[src/rtl/vx_cache_core_req_sched_pkg.sv]
// Shared cache configuration for the core request scheduler.
// Holds the scheduler state encoding and the bank-select field geometry.
package vx_cache_core_req_sched_pkg;

    typedef enum logic [0:0] {
        ST_IDLE  = 1'b0,
        ST_DRAIN = 1'b1
    } sched_state_e;

    // Index width for n items; a single item still gets a 1-bit index.
    function automatic int sel_width(input int n);
        return (n > 1) ? $clog2(n) : 1;
    endfunction

    function automatic int bank_sel_lo(input int lsb);
        return lsb;
    endfunction

    function automatic int bank_sel_hi(input int lsb, input int num_banks);
        return lsb + sel_width(num_banks) - 1;
    endfunction

endpackage

[src/rtl/vx_cache_core_req_sched_bank_rr_pick.sv]
// Round-robin lane picker for one bank.
// Returns a one-hot grant for the first requesting lane at or after rr, with wrap-around.
module vx_cache_bank_rr_pick
    import vx_cache_core_req_sched_pkg::*;
#(
    parameter int NUM_REQUESTS = 4,
    localparam int LANE_W = sel_width(NUM_REQUESTS)
) (
    input  logic [NUM_REQUESTS-1:0] req,
    input  logic [LANE_W-1:0]       rr,
    output logic [NUM_REQUESTS-1:0] grant
);

    logic              found_s;
    logic [LANE_W-1:0] idx_s;

    // Search upward from the pointer and take the first requesting lane
    always_comb begin
        grant   = {NUM_REQUESTS{1'b0}};
        found_s = 1'b0;
        idx_s   = {LANE_W{1'b0}};
        for (int k = 0; k < NUM_REQUESTS; k++) begin
            idx_s = LANE_W'((int'(rr) + k) % NUM_REQUESTS);
            if (!found_s && req[idx_s]) begin
                grant[idx_s] = 1'b1;
                found_s      = 1'b1;
            end else begin
                found_s = found_s;
            end
        end
    end

endmodule

[src/rtl/vx_cache_core_req_sched.sv]
// Core request scheduler: accepts a batch of lane requests, then drains it
// by issuing at most one lane per bank per cycle with per-bank round-robin.
module vx_cache_core_req_sched
    import vx_cache_core_req_sched_pkg::*;
#(
    parameter int NUM_BANKS       = 4,
    parameter int NUM_REQUESTS    = 4,
    parameter int WORD_ADDR_WIDTH = 30,
    parameter int BANK_SEL_LSB    = 0
) (
    input  logic                                          clk,
    input  logic                                          reset,
    input  logic [NUM_REQUESTS-1:0]                       core_req_valid,
    input  logic [NUM_REQUESTS-1:0][WORD_ADDR_WIDTH-1:0]  core_req_addr,
    output logic                                          core_req_ready,
    output logic [NUM_BANKS-1:0][NUM_REQUESTS-1:0]        per_bank_valid,
    input  logic [NUM_BANKS-1:0]                          per_bank_ready,
    output logic                                          busy,
    output logic [31:0]                                   conflict_cnt
);

    localparam int BANK_W  = sel_width(NUM_BANKS);
    localparam int LANE_W  = sel_width(NUM_REQUESTS);
    localparam int BSEL_LO = bank_sel_lo(BANK_SEL_LSB);
    localparam int BSEL_HI = bank_sel_hi(BANK_SEL_LSB, NUM_BANKS);

    sched_state_e                            state_r;
    logic [NUM_REQUESTS-1:0]                 pending_r;
    logic [NUM_REQUESTS-1:0][BANK_W-1:0]     bank_r;
    logic [NUM_BANKS-1:0][LANE_W-1:0]        rr_r;
    logic [31:0]                             conflict_cnt_r;
    logic                                    core_req_ready_r;
    logic                                    busy_r;

    logic [NUM_REQUESTS-1:0][BANK_W-1:0]     bank_idx_s;
    logic [NUM_REQUESTS-1:0]                 mask_s  [NUM_BANKS];
    logic [NUM_REQUESTS-1:0]                 grant_s [NUM_BANKS];
    logic [NUM_REQUESTS-1:0]                 granted_s;
    logic [NUM_REQUESTS-1:0]                 fire_mask_s;
    logic [NUM_REQUESTS-1:0]                 pending_next_s;
    logic [NUM_BANKS-1:0][LANE_W-1:0]        rr_next_s;
    logic                                    stall_s;

    // Bank index of each incoming lane; a single bank always maps to 0
    always_comb begin
        for (int i = 0; i < NUM_REQUESTS; i++) begin
            if (NUM_BANKS > 1) begin
                bank_idx_s[i] = core_req_addr[i][BSEL_HI:BSEL_LO];
            end else begin
                bank_idx_s[i] = {BANK_W{1'b0}};
            end
        end
    end

    // Per-bank view of the pending lanes captured with the batch
    always_comb begin
        for (int b = 0; b < NUM_BANKS; b++) begin
            for (int i = 0; i < NUM_REQUESTS; i++) begin
                mask_s[b][i] = pending_r[i] && (bank_r[i] == BANK_W'(b));
            end
        end
    end

    for (genvar gb = 0; gb < NUM_BANKS; gb++) begin : g_bank
        vx_cache_bank_rr_pick #(
            .NUM_REQUESTS (NUM_REQUESTS)
        ) u_pick (
            .req   (mask_s[gb]),
            .rr    (rr_r[gb]),
            .grant (grant_s[gb])
        );
    end

    // Consumed lanes, pointer advance and stall detection for this drain cycle
    always_comb begin
        granted_s   = {NUM_REQUESTS{1'b0}};
        fire_mask_s = {NUM_REQUESTS{1'b0}};
        rr_next_s   = rr_r;
        for (int b = 0; b < NUM_BANKS; b++) begin
            granted_s = granted_s | grant_s[b];
            if (per_bank_ready[b] && (|grant_s[b])) begin
                fire_mask_s = fire_mask_s | grant_s[b];
                for (int i = 0; i < NUM_REQUESTS; i++) begin
                    rr_next_s[b] = grant_s[b][i] ? LANE_W'((i + 1) % NUM_REQUESTS) : rr_next_s[b];
                end
            end else begin
                rr_next_s[b] = rr_r[b];
            end
        end
        pending_next_s = pending_r & ~fire_mask_s;
        stall_s        = |(pending_r & ~granted_s);
    end

    // Grants are visible only while draining
    always_comb begin
        for (int b = 0; b < NUM_BANKS; b++) begin
            if (busy_r) begin
                per_bank_valid[b] = grant_s[b];
            end else begin
                per_bank_valid[b] = {NUM_REQUESTS{1'b0}};
            end
        end
    end

    // Scheduler FSM with registered handshake outputs
    always_ff @(posedge clk or negedge reset) begin
        if (!reset) begin
            state_r          <= ST_IDLE;
            pending_r        <= {NUM_REQUESTS{1'b0}};
            bank_r           <= '0;
            rr_r             <= '0;
            conflict_cnt_r   <= 32'd0;
            core_req_ready_r <= 1'b1;
            busy_r           <= 1'b0;
        end else begin
            case (state_r)
                ST_IDLE: begin
                    if (|core_req_valid) begin
                        pending_r        <= core_req_valid;
                        bank_r           <= bank_idx_s;
                        state_r          <= ST_DRAIN;
                        core_req_ready_r <= 1'b0;
                        busy_r           <= 1'b1;
                    end
                end
                ST_DRAIN: begin
                    pending_r <= pending_next_s;
                    rr_r      <= rr_next_s;
                    if (stall_s) begin
                        conflict_cnt_r <= conflict_cnt_r + 32'd1;
                    end
                    if (pending_next_s == {NUM_REQUESTS{1'b0}}) begin
                        state_r          <= ST_IDLE;
                        core_req_ready_r <= 1'b1;
                        busy_r           <= 1'b0;
                    end
                end
                default: begin
                    state_r          <= ST_IDLE;
                    pending_r        <= {NUM_REQUESTS{1'b0}};
                    core_req_ready_r <= 1'b1;
                    busy_r           <= 1'b0;
                end
            endcase
        end
    end

    assign core_req_ready = core_req_ready_r;
    assign busy           = busy_r;
    assign conflict_cnt   = conflict_cnt_r;

endmodule

[config.mk]
export PLATFORM = sky130hd
export DESIGN_NAME = vx_cache_core_req_sched
export DESIGN_NICKNAME = d
export VERILOG_FILES = /design/src/rtl/vx_cache_core_req_sched_pkg.sv /design/src/rtl/vx_cache_core_req_sched_bank_rr_pick.sv /design/src/rtl/vx_cache_core_req_sched.sv
export SDC_FILE = /design/constraint.sdc
export NUM_CORES = 1
export LEC_CHECK = 0
export BUFFER_PORTS_ARGS = -buffer_cell sky130_fd_sc_hd__buf_4
export CAP_MARGIN = 5
export CORE_ASPECT_RATIO = 0.8
export CORE_UTILIZATION = 46
export CTS_BUF_LIST = sky130_fd_sc_hd__clkbuf_8
export CTS_CLUSTER_DIAMETER = 100
export DETAILED_ROUTE_END_ITERATION = 10
export HOLD_SLACK_MARGIN = 0.08
export PLACE_DENSITY_LB_ADDON = 0.2
export SLEW_MARGIN = 40
export SYNTH_ARGS = -nofsm -noshare
export SYNTH_HDL_FRONTEND = slang
export SYNTH_SLANG_ARGS = --single-unit
[constraint.sdc]
create_clock -name clk -period 3.3 [get_ports clk]
set_clock_uncertainty 0.1 [all_clocks]
set_input_delay 0.165 -clock clk [delete_from_list [all_inputs] [get_ports clk]]
set_output_delay 0.165 -clock clk [all_outputs]
set_load 0.02 [all_outputs]
==> results.yml <==
die:
  initial_core_util: 0.475
  coreArea_um2: 9690
  die_h_um: 91.5
  fp.dieArea_um2: 10400
  ios: 180
  die_w_um: 114
  rows: 32
timing:
  rsz0062_at_grt: "yes"
  period_minus_slack_ns: 3.39
  fmax_mhz: 295
  worstMarginPinSlew_ns: 0.736
  finalCritPeriodShare: 1.03
  setup_slack_ns: -0.0884
  slew_headroom: 0.509
  finalSetupViolations: 18
  setup_tns_ns: -0.589
  slew_viol_final: 0
  whs_ns: 0.100
  hold_viol: 0
synthesis:
  yosys.area_share.simple: 0.280
  avgSynthCellArea_um2: 9.51
  synthTopCellsByCount: "dfrtp_1, nand2_1, ha_1"
  yosys.area.top_type: "dfrtp_1"
  yosysMostFrequentCell: "dfrtp_1"
  synthTopCellsByArea: "dfrtp_1, ha_1, mux4_2"
  yosys.area_share.adder: 0.0897
  synth_nets: 647
  synth_ff_type: "dfrtp_1"
  synth_xor_xnor_area_share: 0.0590
  synth_edf_count: 0
  synthArstFlopShare: 1.00
  synth.cell_area_um2: 4600
  yosysSeqAreaShare: 0.299
  yosys_warnings: 0
  netlist_instances: 484
  muxShareOfSynthArea: 0.0857
  synth_compound_area_frac: 0.147
  synth_top_family_by_area: "simple AND/OR/NAND/NOR gates"
  synth_top_area_share: 0.294
  synth_seq_cells: 55
  ys_types: 68
clock_network:
  clockRootBuffer: "clkbuf_8"
  cts.path.max_buffers: 2
  cts_made_buffers: 5
  path_clk_slew_ns: 0.12
  h-tree-depth: 2
  cts_tree: "yes"
  clk_latency_ns: 0.33
  cts_sinks: 55
placement:
  gp_congestion: 0.980
  place.port_buffers: 67
  hpwl_mm: 10.7
final_layout:
  drive_gt1_frac: 0.423
  num-nets-final: 827
  antenna_cells: 0
  multi_input_area_um2: 3300
  ff_latch_area_um2: 1390
  fill_cells: 765
  syn_to_final_growth_pct: 43.5
global_route:
  first_global_vias: 4672
  grt_usage: 0.288
  grt_overflow_total: 0
  grt_pass1_wl_mm: 23.6
  grt_max_degree: 56
  antenna_found_initial: 0
critical_path:
  end_kind: "flop"
  cp.required_ns: 3.46
  rr_worst_depth: 14
  reg2reg_slack_ns: -0.09
  crit_fanout: 8
  criticalPathCategory: "reg2reg"
  start_kind: "flop"
  r2r-start: "bank_r[3]$_DFFE_PN0P_"
  cp.arrival_ns: 3.54
  reg2reg_to: "conflict_cnt[13]$_DFFE_PN0P_"
detailed_routing:
  drt-initial-drc-count: 425
  final_antenna_net_count: 0
  route.detailed.wl_per_inst_um: 18.9
  vias: 4703
  wirelength_mm: 15.1
  drt-pass1-iter-count: 5
  drc: 0
  viasPerCell: 5.87
outcome:
  violations: "setup timing"
  status: "finished with violations"
hold_path:
  hp-class: "in2reg"
  hold_end: "rr_r[7]$_DFFE_PN0P_"
  worstHoldStart: "per_bank_ready[3]"
  min_path_cells: 3
run:
  max-cap-violations: 0
power_and_ir_drop:
  peakVddDrop_mv: 0.588
  p_leak_nw: 3.05
  power_density_nw_per_um2: 1170
  power.total_w: 0.00774
==> state kept, by name, indices dropped and copies added, names as in the netlist <==
name            flops
state_r             1
busy                1
pending_r           4
conflict_cnt       32
core_req_ready      1
rr_r                8
bank_r              8
==> report_power, final <==
group | leakage (nW) | internal [W] | switching [W]
combinational | 2.30 | 0.00293 | 0.00318
sequential | 0.693 | 0.000890 | 0.000302
clock | 0.0515 | 0.000161 | 0.000272
total | 3.05 | 0.00398 | 0.00375
==> layer usage <==
metal / vias to the layer above / part of all wire / wire, µm / GRT usage
met5: - / 0 / 0 / 0
met2: 187 / 0.49 / 7440 / 0.477
met1: 2315 / 0.43 / 6540 / 0.389
met4: 0 / 0.012 / 180 / 0.0649
li1: 2172 / - / - / -
met3: 29 / 0.064 / 966 / 0.0527
==> cell usage in the layout, fill, tap and decap left out, types with 6 or more instances in the layout <==
| cell | netlist | layout |
|---|---|---|
| buf_4 | 6 | 161 |
| dfrtp_1 | 54 | 41 |
| nand2_1 | 35 | 35 |
| ha_1 | 33 | 31 |
| nand3_1 | 27 | 27 |
| nor2_1 | 29 | 24 |
| and2_1 | 20 | 19 |
| a21oi_1 | 20 | 18 |
| buf_6 | 1 | 16 |
| nor3_1 | 20 | 15 |
| xor2_1 | 15 | 15 |
| xnor2_1 | 16 | 15 |
| inv_1 | 17 | 14 |
| and3_1 | 13 | 13 |
| dfrtp_2 | 0 | 13 |
| dlygate4sd3_1 | 0 | 13 |
| mux4_2 | 12 | 12 |
| nand4_1 | 10 | 10 |
| nand3b_1 | 9 | 9 |
| nor3_2 | 5 | 9 |
| and3b_1 | 8 | 8 |
| o21ai_0 | 9 | 8 |
| a211oi_1 | 12 | 8 |
| mux2_2 | 8 | 8 |
| a221o_1 | 7 | 7 |
| o31ai_1 | 6 | 6 |
| a22oi_1 | 6 | 6 |
==> logic make-up (layout without fill, tap and decap cells) <==
family,count (synthesis),after routing
xor gates and xnor gates,31,31
adders and majority gates,33,33
buffers and inverters,38,219
AOI/OAI and AO/OA,88,88
muxes,23,23
and+or+nand+nor,216,216
DFF,55,55
==> how the worst max path moves through the flow <==
stage	from	end	slack (ns)
finish	bank_r[3]$_DFFE_PN0P_	conflict_cnt[13]$_DFFE_PN0P_	-0.09
global route	pending_r[2]$_DFFE_PN0P_	conflict_cnt[29]$_DFFE_PN0P_	-0.13
CTS	rr_r[7]$_DFFE_PN0P_	conflict_cnt[3]$_DFFE_PN0P_	0.002
detailed placement	pending_r[3]$_DFFE_PN0P_	conflict_cnt[13]$_DFFE_PN0P_	-0.27
global placement	pending_r[3]$_DFFE_PN0P_	conflict_cnt[24]$_DFFE_PN0P_	-0.23
floorplan	rr_r[2]$_DFFE_PN0P_	conflict_cnt[4]$_DFFE_PN0P_	0.005
==> per-stage QoR <==
stage / std cells / instance area [µm²] / worst slack [ns] / util
6_report: 801 / 6600 / -0.0884 / 0.681
5_1_grt: 801 / 6600 / -0.129 / 0.681
3_3_place_gp: 753 / 5820 / -0.230 / 0.601
2_1_floorplan: 484 / 4600 / 0.00512 / -
4_1_cts: 791 / 6300 / 0.00243 / 0.650
3_5_place_dp: 754 / 5830 / -0.269 / 0.602
==> cell type report <==
| class | count | area share |
|---|---|---|
| well taps | 136 | 0.0258 |
| multi-input cells | 391 | 0.500 |
| clock buffers | 5 | 0.0104 |
| repair buffers | 193 | 0.237 |
| flip-flops and latches | 55 | 0.211 |
| clock inverters | 3 | 0.00512 |
| inverters | 18 | 0.0102 |
==> worst max-delay path: stages (launching register included) <==
cell      delay [ns]
dfrtp_2         0.48
buf_6           0.14
buf_6           0.11
nor3b_4         0.24
a211oi_2        0.13
o221a_2         0.34
buf_6           0.12
a222oi_1        0.29
nand2_1         0.22
nor4_4          0.39
o41ai_4         0.14
buf_6           0.20
buf_4           0.14
nor3_2          0.12
xor2_1          0.15
==> what timing repair did <==
action	in CTS	in global routing
setup endpoints to repair	35	39
buffers inserted	16	10
pin swaps	13	33
endpoints found under the hold margin	66	0
hold buffers	13	0
gates resized for setup	25	52
Note: power is estimated with default switching activity, not from simulation.
